==> src/rtl/iter_shift_unit_pkg.sv <==
// Shared definitions for the iterative shifter.
// Holds the op encodings, the controller state encodings and the default
// data width. No ports.
// Configuration macro used by the files that import this package: ROTATE_EN.
package shift_pkg;

    localparam int SHIFT_N = 32;

    typedef enum logic [1:0] {
        OP_SLL = 2'b00,
        OP_SRL = 2'b01,
        OP_SRA = 2'b10,
        OP_ROR = 2'b11
    } op_e;

    typedef enum logic [1:0] {
        S_IDLE  = 2'b00,
        S_SHIFT = 2'b01,
        S_DONE  = 2'b10
    } state_e;

endpackage

==> src/rtl/iter_shift_unit_if.sv <==
// Controller <-> shifter handshake bundle.
//   start    request, sampled only while the shifter is idle
//   op       00 SLL, 01 SRL, 10 SRA, 11 ROR (rotate only with ROTATE_EN)
//   data_in  operand, captured with start
//   shamt    shift amount 0..N-1, captured with start
//   busy     high while shifting and in the done cycle
//   done     one-cycle pulse, result valid in that cycle
//   result   shift register contents
// master = controller side, slave = shifter side.
interface iter_shift_unit_if #(
    parameter int N = shift_pkg::SHIFT_N
);
    localparam int SHW = $clog2(N);

    logic           start;
    logic [1:0]     op;
    logic [N-1:0]   data_in;
    logic [SHW-1:0] shamt;
    logic           busy;
    logic           done;
    logic [N-1:0]   result;

    modport master (
        output start, op, data_in, shamt,
        input  busy, done, result
    );

    modport slave (
        input  start, op, data_in, shamt,
        output busy, done, result
    );

endinterface

==> src/rtl/iter_shift_unit_shift1_stage.sv <==
// Single-bit shift stage, purely combinational.
//   d   in  N  value to shift
//   op  in  2  shift operation (shift_pkg::op_e encoding)
//   q   out N  d shifted by one position
// Every output bit is one mux2x1 choosing its left or right neighbour; only
// the fill bits at the ends depend on the operation.
// ROTATE_EN defined: the MSB fill for OP_ROR is d[0]. Undefined: no rotate
// fill path exists (the top level holds the register for op 11).

// Basic 2:1 mux cell: y = s ? b : a.
module mux2x1 (
    input  logic a,
    input  logic b,
    input  logic s,
    output logic y
);
    assign y = s ? b : a;
endmodule

module shift1_stage
    import shift_pkg::*;
#(
    parameter int N = SHIFT_N
) (
    input  logic [N-1:0] d,
    input  logic [1:0]   op,
    output logic [N-1:0] q
);

    logic left;
    logic msb_fill;

    assign left = (op_e'(op) == OP_SLL);

    always_comb begin
        msb_fill = 1'b0;
        case (op_e'(op))
            OP_SRA:  msb_fill = d[N-1];
`ifdef ROTATE_EN
            OP_ROR:  msb_fill = d[0];
`endif
            default: msb_fill = 1'b0;
        endcase
    end

    for (genvar i = 0; i < N; i++) begin : g_bit
        logic from_left;
        logic from_right;

        if (i == 0) begin : g_lsb
            assign from_left = 1'b0;
        end else begin : g_lmid
            assign from_left = d[i-1];
        end

        if (i == N - 1) begin : g_msb
            assign from_right = msb_fill;
        end else begin : g_rmid
            assign from_right = d[i+1];
        end

        mux2x1 u_mux (
            .a (from_right),
            .b (from_left),
            .s (left),
            .y (q[i])
        );
    end

endmodule

==> src/rtl/iter_shift_unit.sv <==
// Multi-cycle shifter: SLL/SRL/SRA (and ROR with ROTATE_EN) by a runtime
// amount, one bit per clock through a single shift1_stage.
//   clk  in   system clock, rising edge
//   rst  in   synchronous active-high reset; discards any operation
//   bus  slave side of iter_shift_unit_if (start/op/data_in/shamt in,
//        busy/done/result out)
// Timing: start accepted in cycle t with shamt=k gives done in cycle t+k+1,
// busy over t+1..t+k+1. start while busy is ignored.
// ROTATE_EN undefined: op 11 spends shamt cycles but leaves result equal to
// the captured operand.
module iter_shift_unit
    import shift_pkg::*;
#(
    parameter int N = SHIFT_N
) (
    input  logic             clk,
    input  logic             rst,
    iter_shift_unit_if.slave bus
);

    localparam int SHW = $clog2(N);

    state_e         state;
    op_e            op_q;
    logic [SHW-1:0] cnt;
    logic [N-1:0]   result_q;
    logic [N-1:0]   shifted;
    logic [N-1:0]   step;
    logic           busy_q;
    logic           done_q;

    shift1_stage #(.N(N)) u_stage (
        .d  (result_q),
        .op (op_q),
        .q  (shifted)
    );

    always_comb begin
        step = shifted;
`ifndef ROTATE_EN
        // Illegal op 11: keep the operand while the cycle count runs down.
        if (op_q == OP_ROR) begin
            step = result_q;
        end
`endif
    end

    always_ff @(posedge clk) begin
        if (rst) begin
            state    <= S_IDLE;
            op_q     <= OP_SLL;
            cnt      <= '0;
            result_q <= '0;
            busy_q   <= 1'b0;
            done_q   <= 1'b0;
        end else begin
            case (state)
                S_IDLE: begin
                    if (bus.start) begin
                        op_q     <= op_e'(bus.op);
                        cnt      <= bus.shamt;
                        result_q <= bus.data_in;
                        busy_q   <= 1'b1;
                        if (bus.shamt == '0) begin
                            state  <= S_DONE;
                            done_q <= 1'b1;
                        end else begin
                            state  <= S_SHIFT;
                        end
                    end
                end
                S_SHIFT: begin
                    result_q <= step;
                    cnt      <= cnt - 1'b1;
                    if (cnt == SHW'(1)) begin
                        state  <= S_DONE;
                        done_q <= 1'b1;
                    end
                end
                S_DONE: begin
                    busy_q <= 1'b0;
                    done_q <= 1'b0;
                    state  <= S_IDLE;
                end
                default: begin
                    busy_q <= 1'b0;
                    done_q <= 1'b0;
                    state  <= S_IDLE;
                end
            endcase
        end
    end

    assign bus.busy   = busy_q;
    assign bus.done   = done_q;
    assign bus.result = result_q;

endmodule

==> src/flat_wrapper.sv <==
// flat-port wrapper written by rule: the top's interface ports become plain ports
module iter_shift_unit_flat import shift_pkg::*;
#(
    parameter int N = SHIFT_N
)
  (clk, rst, bus_start, bus_op, bus_data_in, bus_shamt, bus_busy, bus_done, bus_result);
  iter_shift_unit_if #(.N(N)) bus_i ();
  input  logic clk;
  input  logic rst;
  input wire logic [$bits(bus_i.start)-1:0] bus_start;
  input wire logic [$bits(bus_i.op)-1:0] bus_op;
  input wire logic [$bits(bus_i.data_in)-1:0] bus_data_in;
  input wire logic [$bits(bus_i.shamt)-1:0] bus_shamt;
  output wire logic [$bits(bus_i.busy)-1:0] bus_busy;
  output wire logic [$bits(bus_i.done)-1:0] bus_done;
  output wire logic [$bits(bus_i.result)-1:0] bus_result;
  assign bus_i.start = bus_start;
  assign bus_i.op = bus_op;
  assign bus_i.data_in = bus_data_in;
  assign bus_i.shamt = bus_shamt;
  assign bus_busy = bus_i.busy;
  assign bus_done = bus_i.done;
  assign bus_result = bus_i.result;
  iter_shift_unit #(.N(N)) u_core (.clk(clk), .rst(rst), .bus(bus_i));
endmodule
==> config.mk <==
export PLATFORM = sky130hd
export DESIGN_NAME = iter_shift_unit_flat
export DESIGN_NICKNAME = d
export VERILOG_FILES = /design/src/rtl/iter_shift_unit_pkg.sv /design/src/rtl/iter_shift_unit_if.sv /design/src/rtl/iter_shift_unit_shift1_stage.sv /design/src/rtl/iter_shift_unit.sv /design/src/flat_wrapper.sv
export SDC_FILE = /design/constraint.sdc
export NUM_CORES = 1
export LEC_CHECK = 0
export ABC_AREA = 1
export CORE_ASPECT_RATIO = 0.8
export CORE_MARGIN = 5
export CORE_UTILIZATION = 44
export CTS_BUF_LIST = sky130_fd_sc_hd__clkbuf_16
export CTS_CLUSTER_DIAMETER = 40
export DETAILED_ROUTE_END_ITERATION = 10
export PLACE_DENSITY = 0.82
export SETUP_SLACK_MARGIN = 0.5
export SLEW_MARGIN = 20
export SYNTH_ARGS = -nofsm -noshare
export SYNTH_HDL_FRONTEND = slang
export SYNTH_SLANG_ARGS = --single-unit
==> constraint.sdc <==
create_clock -name clk -period 1.1 [get_ports clk]
set_input_delay 0.11 -clock clk [delete_from_list [all_inputs] [get_ports clk]]
set_output_delay 0.11 -clock clk [all_outputs]
set_load 0.01 [all_outputs]
==> out/results.txt, run 1 <==
CP Launch Type: flop
Number of port buffers: 75
Syn Inst Count: 434
Endpoint class of the critical path: flop
Layout cells sized above 1: 43.80%
Reg2reg path depth: 7
Fin crit period: 1.315 ns
CP Max Fanout: 6
Layout Nets: 575
Commonest cells after routing, fill and taps aside: nor2_1, nand2_1, buf_6
Max clock buf depth: 2
Tightest Pin Transition: 0.1977 ns
P_leak: 0.002017 uW
I/O pin count: 76
DRT iter0 DRCs: 142
Synth-to-Final Area Change: 60.57%
Placed Cells incl. Taps: 578
DP HPWL: 5203 um
Largest net degree at the start of global routing: 26
Hold_sp: u_core.cnt[1]
Power Density: 1642 nW/um2
Synth warnings: 0
RSZ-0062 raised after global routing: yes
Wire length per cell: 14.92 um
Final Cycle Share: 119.5%
Initial core utilization: 44.75%
Synthesized area per cell: 6.507 um2
CP Data Arrival Time: 1.52 ns
Worst reg-to-reg setup slack: -0.21 ns
Met2 WL post-DR: 4616 um
Min Hold Slack: 0.4796 ns
Number of vias in the routed layout: 3120
Final Hold Viols: 0
WL final: 9188 um
Routed vias/inst: 5.065
Number of global-route vias before repair: 3005
Worst path slowest cell: dfxtp_4
Yosys cell types: 29
Initial antenna violation count: 0
Drc violations: 0
Detail Route Antenna Nets: 0
Mapped cell area: 2824 um2
Worst stage delay on the critical path: 0.38 ns
Number of buffers created by CTS: 5
Core area: 6311 um2
Share of the yosys chip area belonging to registers: 30.48%
Synth top area share: 30.48%
Die width: 99.57 um
Status: complete, but fails checks
Most common cell after layout, fill and taps aside: nor2_1
Root buffer cell: clkbuf_16
GRT Overall Usage: 20.79%
Drt pass-1 iters: 4
Area post-placement: 3638 um2
Cells along the critical path: nor2_4, nand2_4, nand2_8, buf_6, clkbuf_16, o21ai_1, nor2_1
R2R Path End: u_core.bus.result[28]
Final Skew: 0.003741 ns
Total congestion overflow: 0
RR Startpoint: u_core.state[1]
Highest Clock Rate: 760.6 MHz
H-tree depth: 2
Final Non-Filler Cells: 616
First-pass GRT wire length: 13790 um
Final setup margin: -0.2148 ns
Pre-CTS setup slack: -0.2497 ns
Synth area leaders: dfxtp_1, nor2_1, nand2_1, buf_4, o21ai_0
Die H: 81.66 um
Flops & latches, synth: 43
GPL Wtd Cong: 0.8449
Clk_lat worst skew: 0.28 ns
Failing checks: negative setup slack
Finished Cell Area: 4534 um2
Required @ worst endpoint: 1.31 ns
Final setup fails: 42
# clock sinks: 43
Wire length on met3: 544 um
Max-slew violation count: 0
Fin Setup TNS: -6.622 ns
Max_slew headroom: 86.68%
M1 WL: 3836 um
Ant diodes: 0
Rows: 26
Largest area contributor in the synthesized netlist: dfxtp_1
Clk slew on worst S/H paths: 0.06 ns
Hold EP: u_core.cnt[1]
Max cap viols: 0
Syn Nets: 478
Min-Delay Path Class: flop to flop
DR top layer: met4
Hold path cells: 2
CTS tree: yes
Max rail drop VDD: 0.9025 mV
Die area: 8130 um2
CP Class: flop to flop
Hold buffers post-CTS: 0
[Yosys cell counts]
master / instances
clkbuf_4: 1
buf_1: 1
inv_1: 12
nand2_1: 93
clkbuf_2: 1
nand2_2: 1
a21oi_1: 11
buf_12: 1
buf_6: 7
nor2_2: 19
nand2_4: 1
inv_2: 2
or2_2: 1
ha_1: 2
nor2_1: 113
nor3_1: 1
clkbuf_1: 2
nor2_4: 1
o21ai_0: 36
buf_2: 5
nand3_1: 10
buf_4: 35
o21ai_1: 20
clkbuf_8: 1
buf_8: 2
nand2_8: 1
o21ai_2: 10
dfxtp_1: 43
and3_1: 1
[what timing repair did]
item,CTS,global route
gates cloned,5,5
endpoints found under the setup margin,77,77
buffers inserted,19,1
pin swaps,31,31
gates resized for setup,229,61
[metal layers]
layer | up-vias | track usage (%)
li1 | 1532 | -
met4 | 0 | 6.139
met1 | 1447 | 24.96
met3 | 21 | 4.839
met2 | 120 | 37.33
met5 | - | 0
[layout make-up]
cell class                      instances  area, um2
Inverter                               14      57.56
Clock buffer                            6      150.1
Clock inverter                          2      33.78
Multi-Input combinational cell        322       1683
Fill cell                             456       1777
Tap cell                               84      105.1
Timing Repair Buffer                  145       1583
Sequential cell                        43      922.1
[how the worst max path moves through the flow]
stage | from | end | cells past startpoint
floorplan | u_core.state[0] | u_core.bus.result[28] | 7
global placement | bus_start | u_core.bus.result[2] | 7
detailed placement | bus_start | u_core.bus.result[5] | 7
CTS | u_core.state[0] | u_core.bus.result[10] | 8
global route | u_core.state[0] | u_core.bus.result[2] | 8
finish | u_core.state[1] | u_core.bus.result[28] | 7
[critical path: cells and delay by family, from the launching register on]
family	cells	cell delay (ns)
compound gates	1	0.05
buf+inv	2	0.27
flops	1	0.38
simple gates	4	0.53
[report_power, final]
part           switching (uW)  leakage [uW]  internal, uW
Sequential                248      0.000370          1860
Clock                     626     0.0000934          1200
Combinational            1700       0.00155          1800
[state kept, by name, indices dropped and copies added, names as in the netlist]
register	count
u_core.state	2
u_core.bus.result	32
u_core.bus.busy	1
u_core.cnt	5
u_core.bus.done	1
u_core.op_q	2
[metrics by stage]
| stage | util (%) | total power (uW) |
|---|---|---|
| 2_1_floorplan | - | 3841 |
| 3_3_place_gp | 57.65 | 4545 |
| 3_5_place_dp | 57.65 | 4605 |
| 4_1_cts | 67.51 | 6997 |
| 5_1_grt | 71.85 | 7836 |
| 6_report | 71.85 | 7446 |
[kinds of logic after synthesis]
logic type / after synthesis / share of synthesized area (%)
and+or+nand+nor: 242 / 35.71
adders and majority gates: 2 / 0.8860
buffers and inverters: 70 / 17.94
DFF: 43 / 30.48
AOI/OAI and AO/OA: 77 / 14.98
Note: power is estimated with default switching activity, not from simulation.
==> run 2: changes to the inputs <==
--- a/config.mk
+++ b/config.mk
@@ -6,6 +6,7 @@
 export NUM_CORES = 1
 export LEC_CHECK = 0
 export ABC_AREA = 1
+export ABC_CLOCK_PERIOD_IN_PS = 1100
 export CORE_ASPECT_RATIO = 0.8
 export CORE_MARGIN = 5
 export CORE_UTILIZATION = 44
==> results of run 2 <==
Same layout as run 1: the final DEF is identical, and so are final timing and power.
==> run 3: changes to the inputs <==
--- a/config.mk
+++ b/config.mk
@@ -7,8 +7,6 @@
 export LEC_CHECK = 0
 export ABC_AREA = 1
 export ABC_CLOCK_PERIOD_IN_PS = 1100
-export CORE_ASPECT_RATIO = 0.8
-export CORE_MARGIN = 5
 export CORE_UTILIZATION = 44
 export CTS_BUF_LIST = sky130_fd_sc_hd__clkbuf_16
 export CTS_CLUSTER_DIAMETER = 40
==> run 3 against run 2 <==
Sequential share of layout area up 0.26 points. Cell count is 2.8% lower. Largest cell class unchanged. Global-route usage increased by 1.7 points. The run still ends with negative setup slack left.
==> out/results.txt, run 3 (synthesized netlist as in run 1, its figures left out) <==
Routed vias/inst: 5.272
Drc violations: 0
Die area: 6742 um2
Die width: 82.11 um
Max_slew headroom: 81.19%
Highest Clock Rate: 738.8 MHz
Number of buffers created by CTS: 5
Clk slew on worst S/H paths: 0.07 ns
Total power: 7331 uW
P_leak: 0.001987 uW
Final setup fails: 42
First-pass GRT wire length: 11930 um
Fin Setup TNS: -7.979 ns
DP HPWL: 4647 um
Most common cell after layout, fill and taps aside: nor2_1
Reg2reg path depth: 8
Max-slew violation count: 0
Max clock buf depth: 2
Initial antenna violation count: 0
Hold buffers post-CTS: 0
Most frequent CP cell: nor2_1
Final Skew: 0.008188 ns
CP Data Arrival Time: 1.54 ns
Largest net degree at the start of global routing: 36
Fin crit period: 1.354 ns
Power Density: 1651 nW/um2
Rows: 28
Worst path slowest cell: dfxtp_4
Max rail drop VDD: 0.9877 mV
Number of port buffers: 75
Status: complete, but fails checks
# clock sinks: 43
Die H: 82.11 um
Number of global-route vias before repair: 2776
Ant diodes: 0
Failing checks: negative setup slack
Number of vias in the routed layout: 3158
Max FFs per register: 32
Drt pass-1 iters: 5
CP Class: flop to flop
Min Hold Slack: 0.4324 ns
Endpoint class of the critical path: flop
Final Cycle Share: 123.1%
Detail Route Antenna Nets: 0
Core area: 6061 um2
Total congestion overflow: 0
CP Max Fanout: 8
Final Non-Filler Cells: 599
Wire length per cell: 13.87 um
Hold EP: u_core.op_q[1]
Worst stage delay on the critical path: 0.37 ns
DRT iter0 DRCs: 250
Layout Nets: 567
I/O pin count: 76
CP Launch Type: flop
Max cap viols: 0
Min-Delay Path Class: input port to flop
Hold_sp: bus_op[1]
GRT Overall Usage: 22.54%
Placed Cells incl. Taps: 564
RSZ-0062 raised after global routing: yes
Clk_lat worst skew: 0.29 ns
H-tree depth: 2
Root buffer cell: clkbuf_16
Initial core utilization: 46.59%
Finished Cell Area: 4441 um2
GPL Wtd Cong: 0.8421
CTS tree: yes
Area post-placement: 3602 um2
Hold path cells: 3
WL final: 8306 um
Worst reg-to-reg setup slack: -0.25 ns
Final setup margin: -0.2536 ns
R2R Path End: u_core.bus.result[18]
Cells along the critical path: inv_2, nor2_4, nand2_4, nand2_8, clkbuf_16, nand2_1, nor2_1, nor2_1
Layout cells sized above 1: 44.47%
Required @ worst endpoint: 1.29 ns
Tightest Pin Transition: 0.2792 ns
Final Hold Viols: 0
RR Startpoint: u_core.state[0]
Synth-to-Final Area Change: 57.24%
Commonest cells after routing, fill and taps aside: nor2_1, nand2_1, buf_6
## run 3: cell types whose count changed in the layout (fill, tap and decap cells not counted), sizes merged
cell	delta
inv	-1
clkinvlp	+1
buf	-8
## run 3: worst max-delay path: cells and delay by family (launching register included)
kind / cells / cell delay, ns
buf+inv: 2 / 0.22
simple gates: 6 / 0.66
flops: 1 / 0.37
## run 3: area by class of cell
| class | count | area (um2) |
|---|---|---|
| Multi-Input combinational cell | 322 | 1712 |
| Fill cell | 428 | 1620 |
| Timing Repair Buffer | 137 | 1478 |
| Sequential cell | 43 | 914.6 |
| Clock buffer | 6 | 150.1 |
| Tap cell | 75 | 93.84 |
| Inverter | 14 | 55.05 |
| Clock inverter | 2 | 37.54 |
## run 3: metrics by stage
| step | setup slack, ns | utilization, % |
|---|---|---|
| after floorplan | 0.01979 | - |
| after global placement | -0.2302 | 59.43 |
| after detailed placement | -0.2560 | 59.43 |
| after CTS | -0.1820 | 67.77 |
| after global routing | -0.3411 | 73.27 |
| final | -0.2536 | 73.27 |
## run 3: worst max-delay path by stage
stage	endpoint	slack (ns)	start	cells after the start
finish	u_core.bus.result[18]	-0.25	u_core.state[0]	8
global route	u_core.bus.result[27]	-0.34	u_core.state[0]	7
detailed placement	u_core.bus.result[21]	-0.26	bus_start	7
global placement	u_core.bus.result[13]	-0.23	bus_start	7
CTS	u_core.bus.result[12]	-0.18	u_core.state[0]	8
floorplan	u_core.bus.result[28]	0.02	u_core.state[0]	7
## run 3: per-layer routing
layer	up-vias	wire [um]	global-route usage (%)
met3	28	605	3.956
met1	1462	3408	27.07
met2	151	4062	39.83
met5	-	0	0
met4	0	229	8.421
li1	1517	-	-
## run 3: where the power goes
group,switching [uW],internal (uW),leakage [uW]
logic,1670,1710,0.00153
registers,223,1860,0.000369
clock network,665,1210,0.0000882
## run 3: repair_timing
item,in CTS,in global routing
setup endpoints to repair,77,77
gates resized for setup,213,63
buffers inserted,18,2
gates cloned,2,5
pin swaps,18,40
